<file path="config.mk">
export PLATFORM = sky130hd
export DESIGN_NAME = shot_display
export DESIGN_NICKNAME = d
export VERILOG_FILES = /design/src/rtl/shot_display.sv
export SDC_FILE = /design/constraint.sdc
export NUM_CORES = 1
export LEC_CHECK = 0
export CORE_MARGIN = 1.5
export CORE_UTILIZATION = 40
export CTS_CLUSTER_DIAMETER = 200
export DETAILED_ROUTE_END_ITERATION = 16
export SETUP_SLACK_MARGIN = 0.5
export SLEW_MARGIN = 20
export SYNTH_ARGS = -nofsm -noshare
export SYNTH_HDL_FRONTEND = slang
export SYNTH_SLANG_ARGS = --single-unit
</file>
<file path="constraint.sdc">
create_clock -name clk -period 2.05 [get_ports clk]
set_input_delay 0.41 -clock clk [delete_from_list [all_inputs] [get_ports clk]]
set_output_delay 0.41 -clock clk [all_outputs]
set_load 0.01 [all_outputs]
</file>
<file path="src/rtl/shot_display.sv">
// shot_display: output stage for the shot counter.
//   Shows the 4-bit count (0..15) in decimal on a 2-digit multiplexed
//   seven-segment display, blanking a leading zero. A rising edge on buzz
//   plays BEEP_COUNT beeps on the speaker, and the display blinks off
//   during the gaps between beeps.
// Ports:
//   clk, rst_n : clock, synchronous active-low reset
//   count[3:0] : shot counter value (binary)
//   buzz       : alert request (level; only a low->high edge triggers)
//   seg[6:0]   : segments {a,b,c,d,e,f,g}, active-high, registered
//   an[1:0]    : digit enables, active-low; an[0]=ones, an[1]=tens
//   speaker    : beep drive, active-high, registered
//   busy       : high while a beep pattern plays, registered
module shot_display #(
  parameter int DIG_DIV    = 1000,
  parameter int BEEP_LEN   = 50,
  parameter int GAP_LEN    = 50,
  parameter int BEEP_COUNT = 3
) (
  input  logic       clk,
  input  logic       rst_n,
  input  logic [3:0] count,
  input  logic       buzz,
  output logic [6:0] seg,
  output logic [1:0] an,
  output logic       speaker,
  output logic       busy
);

  localparam int DIV_W  = (DIG_DIV > 1) ? $clog2(DIG_DIV) : 1;
  localparam int TMR_MX = (BEEP_LEN > GAP_LEN) ? BEEP_LEN : GAP_LEN;
  localparam int TMR_W  = (TMR_MX > 1) ? $clog2(TMR_MX) : 1;
  localparam int LEFT_W = $clog2(BEEP_COUNT + 1);

  typedef enum logic [1:0] {IDLE, BEEP, GAP} state_t;

  state_t              state, state_nxt;
  logic [TMR_W-1:0]    tmr, tmr_nxt;
  logic [LEFT_W-1:0]   left, left_nxt;
  logic [DIV_W-1:0]    div;
  logic                sel;
  logic [3:0]          cnt_q;
  logic                buzz_q;
  logic                rise;

  logic                tens_on;
  logic [3:0]          ones;
  logic [6:0]          seg_d;
  logic [1:0]          an_d;

  function automatic logic [6:0] seg_code(input logic [3:0] d);
    case (d)
      4'd0:    seg_code = 7'b1111110;
      4'd1:    seg_code = 7'b0110000;
      4'd2:    seg_code = 7'b1101101;
      4'd3:    seg_code = 7'b1111001;
      4'd4:    seg_code = 7'b0110011;
      4'd5:    seg_code = 7'b1011011;
      4'd6:    seg_code = 7'b1011111;
      4'd7:    seg_code = 7'b1110000;
      4'd8:    seg_code = 7'b1111111;
      4'd9:    seg_code = 7'b1111011;
      default: seg_code = 7'b0000000;
    endcase
  endfunction

  assign rise = buzz & ~buzz_q;

  // Input capture and refresh mux
  always_ff @(posedge clk) begin
    if (!rst_n) begin
      cnt_q  <= '0;
      buzz_q <= 1'b1;  // a buzz held high across reset release is not an edge
      div    <= '0;
      sel    <= 1'b0;
    end else begin
      cnt_q  <= count;
      buzz_q <= buzz;
      if (div == DIV_W'(DIG_DIV - 1)) begin
        div <= '0;
        sel <= ~sel;
      end else begin
        div <= div + 1'b1;
      end
    end
  end

  // Beep FSM state register
  always_ff @(posedge clk) begin
    if (!rst_n) begin
      state <= IDLE;
      tmr   <= '0;
      left  <= '0;
    end else begin
      state <= state_nxt;
      tmr   <= tmr_nxt;
      left  <= left_nxt;
    end
  end

  // Beep FSM next state; rises outside IDLE are dropped, not queued
  always_comb begin
    state_nxt = state;
    tmr_nxt   = tmr;
    left_nxt  = left;
    case (state)
      IDLE: begin
        if (rise) begin
          state_nxt = BEEP;
          tmr_nxt   = '0;
          left_nxt  = LEFT_W'(BEEP_COUNT);
        end
      end
      BEEP: begin
        if (tmr == TMR_W'(BEEP_LEN - 1)) begin
          left_nxt  = left - 1'b1;
          tmr_nxt   = '0;
          state_nxt = (left == LEFT_W'(1)) ? IDLE : GAP;
        end else begin
          tmr_nxt = tmr + 1'b1;
        end
      end
      GAP: begin
        if (tmr == TMR_W'(GAP_LEN - 1)) begin
          state_nxt = BEEP;
          tmr_nxt   = '0;
        end else begin
          tmr_nxt = tmr + 1'b1;
        end
      end
      default: state_nxt = IDLE;
    endcase
  end

  // Decode and digit select
  always_comb begin
    tens_on = (cnt_q >= 4'd10);
    ones    = tens_on ? (cnt_q - 4'd10) : cnt_q;
    seg_d   = 7'b0000000;
    an_d    = 2'b11;
    if (!sel) begin
      an_d  = 2'b10;
      seg_d = seg_code(ones);
    end else if (tens_on) begin
      an_d  = 2'b01;
      seg_d = seg_code(4'd1);
    end
    // blink: digits off during gaps, segment data untouched
    if (state == GAP) an_d = 2'b11;
  end

  // Output registers
  always_ff @(posedge clk) begin
    if (!rst_n) begin
      seg     <= 7'b0000000;
      an      <= 2'b11;
      speaker <= 1'b0;
      busy    <= 1'b0;
    end else begin
      seg     <= seg_d;
      an      <= an_d;
      speaker <= (state == BEEP);
      busy    <= (state != IDLE);
    end
  end

endmodule

</file>
[Yosys cells after proc, flatten, opt, wreduce, memory -nomap -nowiden]
Memories as Yosys holds them, arrays and structs flattened.
Index checks and enable logic that the tools add are counted.
Storage, ports and cells
  bits in registers: 37
  bits in read-only memories: 112
  input port bits: 7
  output and inout port bits: 11
  word-level logic and storage cells: 57
  memories kept: 1
Cells by class
  add/sub/neg operators: 4
  $lt $le $gt $ge: 1
  equality and inequality tests: 8
  mux-type cells: 16
  bitwise logic cells: 4
  reduce and logical (&&, ||, !) cells: 11
Memory list
  (name not given): words 16, bits a word 7, rd ports 1, clocked after Yosys merged registers in 0, write ports 0, line 52  | case (d)
Operators by type and width (count)
  $mux 6: 3
  $mux 2: 7
  $pmux 6 s2: 1
  $add 10x1->10 const B: 1
  $eq 10x10->1 const B: 1
  $mux 7: 1
  $add 6x1->6 const B: 1
  $eq 6x6->1 const B: 1
  $ne 2x2->1 const B: 3
  $pmux 2 s3: 1
  $reduce_and 3->1: 2
  $reduce_bool 2->1: 3
  $reduce_or 2->1: 3
  $eq 2x1->1 const B: 2
  $ge 4x4->1 const B: 1
  $mux 4: 1
  $pmux 2 s2: 1
  $sub 4x4->4 const B: 1
  $not 1->1: 3
  $reduce_or 3->1: 1
  $eq 2x2->1 const B: 1
  $logic_not 2->1: 1
  $reduce_and 2->1: 1
  $sub 2x1->2 const B: 1
  other kinds (2): 2

[Depth between registers and ports, before layout]
Gate-level depths: netlist (run 1).
  depth after elaboration: 4
  gate-level depth with buffers: 7
  depth with buffers taken out: 6

[Least setup slack after synthesis (run 1)]
Ideal clock, no wire load.
  path kind: reg2reg
  from: reg state[1]
  to: reg tmr[2]
  library setup time: 0.070 ns
  arrival: 1.555 ns
  required time: 1.980 ns
  setup slack: 0.425 ns
  cell stages (with the launch flop): 7
  buffers on the path: 0
  clock period less this slack: 1.625 ns
  cells stage by stage: dfxtp_1 > inv_1 > ha_1 > nor2b_1 > nor2_1 > or4b_1 > a21oi_1
On the way
  word-level cells in the longest chain between the ends: 4
RTL lines
  start: declaration: line 37  | state_t state, state_nxt;
  start signal: assignment: line 95  | state <= state_nxt;
  $eq 2x2->1 or $eq 2x1->1 (tied branches): line 106  | case (state)
  $reduce_or 2->1 (no line)
  $reduce_bool 2->1 (no line)
  $reduce_and 2->1 (no line)
  end signal: assignment: line 96  | tmr <= tmr_nxt;
  end: declaration: line 38  | logic [TMR_W-1:0] tmr, tmr_nxt;
Several ways; a longest one is shown, not always the timed one.
A chain may end at the register's enable or synchronous reset.

[Worst setup path after layout (run 1)]
  from: reg state[0]
  to: reg state[1]
On the way
  word-level cells in the longest chain between the ends: 3
RTL lines (line)
  $eq 2x1->1, or another cell as far along: 106
  $ne 2x2->1 (no line)
  $reduce_and 3->1 (no line)
Several ways; a longest one is shown, not always the timed one.

==> flow_summary_export.csv, run 1 <==
group,metric,value,unit
synth,synth-async-reset-ratio,0,
cts,cts_tree,"yes",
synth,syn_nets,221,
setup_path,cp.arrival,1.77,ns
detailed_routing,via_count,1491,
detailed_routing,drt-total-wl,3470,µm
synth,synth_seq_cells,37,
cts,clk_latency,0.28,ns
global_route,grt-ovfl-total,0,
global_route,grt_start_max_net_pins,14,
timing,hold_ws,0.450,ns
synth,synth-simple-area-share,0.248,
setup_path,path_max_fanout,6,
power_and_ir_drop,p_comb_frac,0.226,
power_and_ir_drop,netSwitchingPower,439,µW
final_layout,final_common_cell,"dfxtp_1",
timing,final-setup-viol-count,0,
setup_path,worst-setup-path-type,"reg2reg",
global_route,antenna_found_initial,0,
final_layout,antenna_cells_inserted,0,
timing,min_period,1.56,ns
die,start_util,0.415,
synth,ys_seq_area_frac,0.413,
global_route,grt_util_met3,0.0447,
place,place_area,2020,µm²
detailed_routing,drc,0,
setup_path,worst_ep_required_time,2.25,ns
power_and_ir_drop,seqPwrFrac,0.472,
synth,syn_area,1790,µm²
synth,synth_edf_count,0,
global_route,busiest_layer,"met2",
place,port_buffers,17,
synth,synth_top_family_by_area,"simple AND/OR/NAND/NOR gates",
timing,relSlewSlack,0.771,
cts,clockRootBuffer,"clkbuf_8",
timing,setup_ws,0.487,ns
synth,synth.area.mux_share,0,
global_route,grt_pass1_wl,6390,µm
die,die_w,70.0,µm
timing,skew,0.00534,ns
final_layout,final_util,0.543,
power_and_ir_drop,power_frac_clock,0.302,
cts,numCtsBuffers,5,
power_and_ir_drop,p_int,1230,µW
final_layout,finalInstanceArea,2350,µm²
detailed_routing,drt-initial-drc-count,43,
global_route,grt_pass1_vias,1455,
synth,syn_inst,203,
detailed_routing,antenna_left,0,
synth,synth_warnings,0,
synth,syn_area_per_cell,8.84,µm²
final_layout,drive_above_1_share,0.250,
run_status,outcome,"finished clean",
timing,rsz0062_at_grt,"true",
synth,synth-compound-area-share,0.158,
setup_path,critPathLaunchType,"flop",
final_layout,final_cell_mix,"dfxtp_1 (30), nor2_1 (22), buf_4 (14)",
die,die_h,70.0,µm
global_route,use_met1,0.204,
cts,clockBufferDepth,2,
place,dp_hpwl,2350,µm
timing,finalSetupTns,0,ns
power_and_ir_drop,cellPowerDensity,709,nW/µm²
synth,synth_xor_area_frac,0.0537,
timing,maxSlewViolCount,0,
die,rows,24,
min_path,hp-class,"reg2reg",
die,core_area,4320,µm²
timing,report.final.hold_viol_count,0,
global_route,met2_usage,0.253,
cts,clkTransAtPathRegs,0.06,ns
global_route,grt.total_usage,0.157,
synth,synthAdderAreaFrac,0.0767,
die,die-area,4900,µm²
detailed_routing,via_per_inst,5.18,
place,place_congestion,0.785,
synth,synth.distinct_cells,49,
cts,htree_num_levels,2,
final_layout,layout.nets,254,
detailed_routing,wire_per_inst,12.0,µm
cts,clock_sinks,37,
place,dp_slack,0.162,ns
job,max_cap_viol_count,0,
power_and_ir_drop,p_leak,0.000967,µW
power_and_ir_drop,ir_worst_vdd,0.000302,V
die,io_pins,18,
setup_path,crit_path_end_kind,"flop",
detailed_routing,dr.pass1.iters,4,
power_and_ir_drop,switching_share,0.264,
final_layout,area_delta_synth_final,30.8,%
synth,ys.flop_type,"dfxtp_1",
timing,fin_crit_sh,0.762,
timing,worstMarginPinSlew,0.343,ns
timing,clock.fmax,0.640,GHz
cts,cts_hold_buf,0,
## worst paths after layout
| check | slack [ns] | start | to | cells past startpoint |
|---|---|---|---|---|
| min reg2reg | 0.45 | div[0]$_SDFF_PP0_ | div[0]$_SDFF_PP0_ | 1 |
| min | 0.45 | div[0]$_SDFF_PP0_ | div[0]$_SDFF_PP0_ | 1 |
| max | 0.49 | state[0]$_SDFFE_PN0P_ | state[1]$_SDFFE_PN0P_ | 6 |
| max reg2reg | 0.49 | state[0]$_SDFFE_PN0P_ | state[1]$_SDFFE_PN0P_ | 6 |
## flip-flops by register name, indices dropped and copies added, names as in the netlist
name     count
an           2
seg          7
state        2
cnt_q        4
buzz_q       1
tmr          6
div         10
sel          1
speaker      1
left         2
busy         1
## logic make-up (layout without fill, tap and decap cells)
kind of cell             after synthesis  in the layout
buffers and inverters                 20             53
AND/OR/NAND/NOR                       81             81
adder cells (fa/ha/maj)               11             11
XOR/XNOR                              11             11
flip-flops                            37             37
AO/OA/AOI/OAI                         43             43
## power groups by stage
stage / clock network, µW / registers (µW) / logic (µW)
2_1_floorplan: 0 / 806 / 201
6_report: 503 / 786 / 376
5_1_grt: 549 / 792 / 420
3_5_place_dp: 0 / 805 / 290
3_3_place_gp: 0 / 806 / 289
4_1_cts: 522 / 788 / 360
## worst max-delay path, cell delays in order, from the launching register on
cell and delay (ns):
dfxtp_2 0.34, inv_2 0.05, ha_4 0.18, buf_12 0.13, and2_4 0.17, or4_1 0.46, a31oi_1 0.17
## per-layer routing
metal  vias to the layer above  routed length, µm
li1                        772                  -
met1                       687               1710
met2                        26               1570
met3                         6                138
met4                         0                 48
met5                         -                  0
## layout make-up
cell class,instances,area (µm²)
inverters,14,52.6
repair buffers,32,314
fillers,416,1980
multi-input cells,146,1070
well taps,52,65.1
clock buffers,7,86.3
flip-flops and latches,37,762
## through the flow
stage                     cells  power [µW]
after floorplan             203        1010
after global placement      268        1090
after detailed placement    268        1100
after CTS                   284        1670
after global routing        288        1760
final                       288        1660
## synthesized netlist by cell type (4+ instances only)
| cell | instances | area [µm²] |
|---|---|---|
| ha_1 | 11 | 138 |
| nand2b_1 | 5 | 31.3 |
| dfxtp_1 | 37 | 741 |
| o21ai_0 | 8 | 40.0 |
| a211oi_1 | 4 | 30.0 |
| a21oi_1 | 13 | 65.1 |
| nand3_1 | 5 | 25.0 |
| nor3_1 | 5 | 25.0 |
| and2_1 | 7 | 43.8 |
| nor2_1 | 23 | 86.3 |
| nand2_1 | 10 | 37.5 |
| inv_1 | 14 | 52.6 |
| xnor2_1 | 9 | 78.8 |
## what timing repair did
action                     CTS  global route
gates resized for setup     26            17
pin swaps                    7             4
buffers inserted             9             4
setup endpoints to repair   14            29
(Power assumes the default switching activity.)
==> run 2: changes to the inputs <==
clock period = 1.26 ns   (was 2.05 ns; I/O delays follow)
==> flow_summary_export.csv, run 2 (synthesis results as in run 1) <==
group,metric,value,unit
setup_path,critPathLaunch,"tmr[1]$_SDFFE_PN0P_",
final_layout,regArea,766,µm²
timing,clock.fmax,0.630,GHz
timing,report.final.hold_viol_count,0,
setup_path,worst_ep_required_time,1.49,ns
die,start_util,0.415,
cts,clockRootBuffer,"clkbuf_8",
final_layout,num-fill-cells,362,
global_route,grt_start_max_net_pins,11,
detailed_routing,drt-total-wl,4540,µm
global_route,grt_pass1_vias,1650,
global_route,grt.total_usage,0.189,
setup_path,crit_path_end_kind,"flop",
detailed_routing,drt-initial-drc-count,47,
die,rows,24,
setup_path,timing.rr.start,"tmr[1]$_SDFFE_PN0P_",
run_status,outcome,"finished, violations left",
power_and_ir_drop,p_int,2040,µW
final_layout,multi_input_area,1350,µm²
timing,setup_ws,-0.327,ns
global_route,antenna_found_initial,0,
detailed_routing,dr_wl_met3,170,µm
timing,worstMarginPinSlew,0.304,ns
final_layout,drive_above_1_share,0.563,
final_layout,final_common_cell,"buf_4",
run_status,violations,"setup timing",
global_route,grt_pass1_wl,7390,µm
detailed_routing,wl_met2,2300,µm
timing,maxSlewViolCount,0,
die,die_w,70.0,µm
cts,numCtsBuffers,5,
timing,min_period,1.59,ns
power_and_ir_drop,netSwitchingPower,836,µW
cts,clock_sinks,37,
power_and_ir_drop,seqPwrFrac,0.445,
timing,rsz0062_at_grt,"true",
detailed_routing,drc,0,
place,dp.cells,305,
detailed_routing,wire_per_inst,14.1,µm
setup_path,cp.arrival,1.81,ns
place,place_congestion,0.891,
cts,clkTransAtPathRegs,0.07,ns
detailed_routing,highest_layer,"met4",
detailed_routing,via_per_inst,5.23,
cts,cts_hold_buf,0,
job,max_cap_viol_count,0,
place,port_buffers,17,
cts,clockBufferDepth,2,
timing,finalSetupTns,-2.85,ns
setup_path,path_max_fanout,4,
min_path,worstHoldStart,"rst_n",
die,die_h,70.0,µm
setup_path,critPathLaunchType,"flop",
detailed_routing,dr.pass1.iters,4,
final_layout,largest_reg_flops,10,
timing,fin_crit_sh,1.26,
final_layout,final_cell_mix,"buf_4 (44), dfxtp_1 (21), nor2_1 (14), dfxtp_2 (14), ha_4 (10)",
detailed_routing,wl_met1,2000,µm
power_and_ir_drop,p_comb_frac,0.291,
die,die-area,4900,µm²
timing,skew,0.00639,ns
detailed_routing,antenna_left,0,
final_layout,finalInstanceArea,2840,µm²
final_layout,top_regs,"div: 10 flops, seg: 7 flops, tmr: 6 flops",
cts,htree_num_levels,2,
place,dp_slack,-0.471,ns
final_layout,area_delta_synth_final,58.4,%
cts,cts_tree,"yes",
cts,clk_latency,0.29,ns
power_and_ir_drop,power_frac_clock,0.265,
die,io_pins,18,
power_and_ir_drop,switching_share,0.290,
power_and_ir_drop,p_leak,0.00108,µW
final_layout,antenna_cells_inserted,0,
final_layout,final_cells,322,
place,dp_hpwl,3070,µm
min_path,hp-class,"in2reg",
timing,relSlewSlack,0.796,
detailed_routing,via_count,1685,
timing,final-setup-viol-count,18,
power_and_ir_drop,ir_worst_vdd,0.000544,V
final_layout,largest-register,"div",
global_route,grt-ovfl-total,0,
power_and_ir_drop,cellPowerDensity,1010,nW/µm²
final_layout,layout.nets,289,
place,place_area,2480,µm²
die,core_area,4320,µm²
setup_path,worst-setup-path-type,"reg2reg",
[run 2: layout make-up]
| type | count | share of cell area |
|---|---|---|
| multi-input cells | 146 | 0.474 |
| flip-flops and latches | 37 | 0.269 |
| repair buffers | 67 | 0.187 |
| clock buffers | 5 | 0.0242 |
| well taps | 52 | 0.0229 |
| inverters | 14 | 0.0211 |
| clock inverters | 1 | 0.00176 |
[run 2: power by group through the flow]
stage | clock, µW | sequential (µW) | combinational (µW)
final | 762 | 1280 | 836
after floorplan | 0 | 1320 | 396
after global routing | 847 | 1290 | 912
after detailed placement | 0 | 1310 | 678
after global placement | 0 | 1310 | 660
after CTS | 789 | 1280 | 724
[run 2: worst max-delay path, cell delays in order, from the launching register on]
cell and delay, ns:
dfxtp_2 0.34, inv_2 0.04, ha_4 0.15, or3b_4 0.29, o21ai_4 0.08, or4b_1 0.50, a21oi_2 0.13
[run 2: per-layer routing]
metal,vias to the layer above,track usage
met1,802,0.233
met2,32,0.325
met4,0,0.0513
met3,9,0.0519
met5,-,0
li1,842,-
[run 2: repair_timing]
item                       in CTS  in global routing
setup buffers                   6                  5
pin swaps                       9                 12
gates resized for setup        69                 37
setup endpoints to repair      48                 43
[run 2: worst paths after layout]
path | end | depth (start not counted) | slack (ns)
max | tmr[2]$_SDFFE_PN0P_ | 6 | -0.33
min | an[1]$_SDFF_PP1_ | 3 | 0.45
max reg2reg | tmr[2]$_SDFFE_PN0P_ | 6 | -0.33
min reg2reg | div[0]$_SDFF_PP0_ | 2 | 0.54
[run 2: per-stage QoR]
stage / hold WS (ns) / power (µW) / util
final: 0.449 / 2880 / 0.657
after global routing: 0.466 / 3050 / 0.657
after CTS: 0.446 / 2790 / 0.615
after detailed placement: 0.434 / 1990 / 0.573
after global placement: 0.426 / 1970 / 0.573
after floorplan: 0.353 / 1720 / -
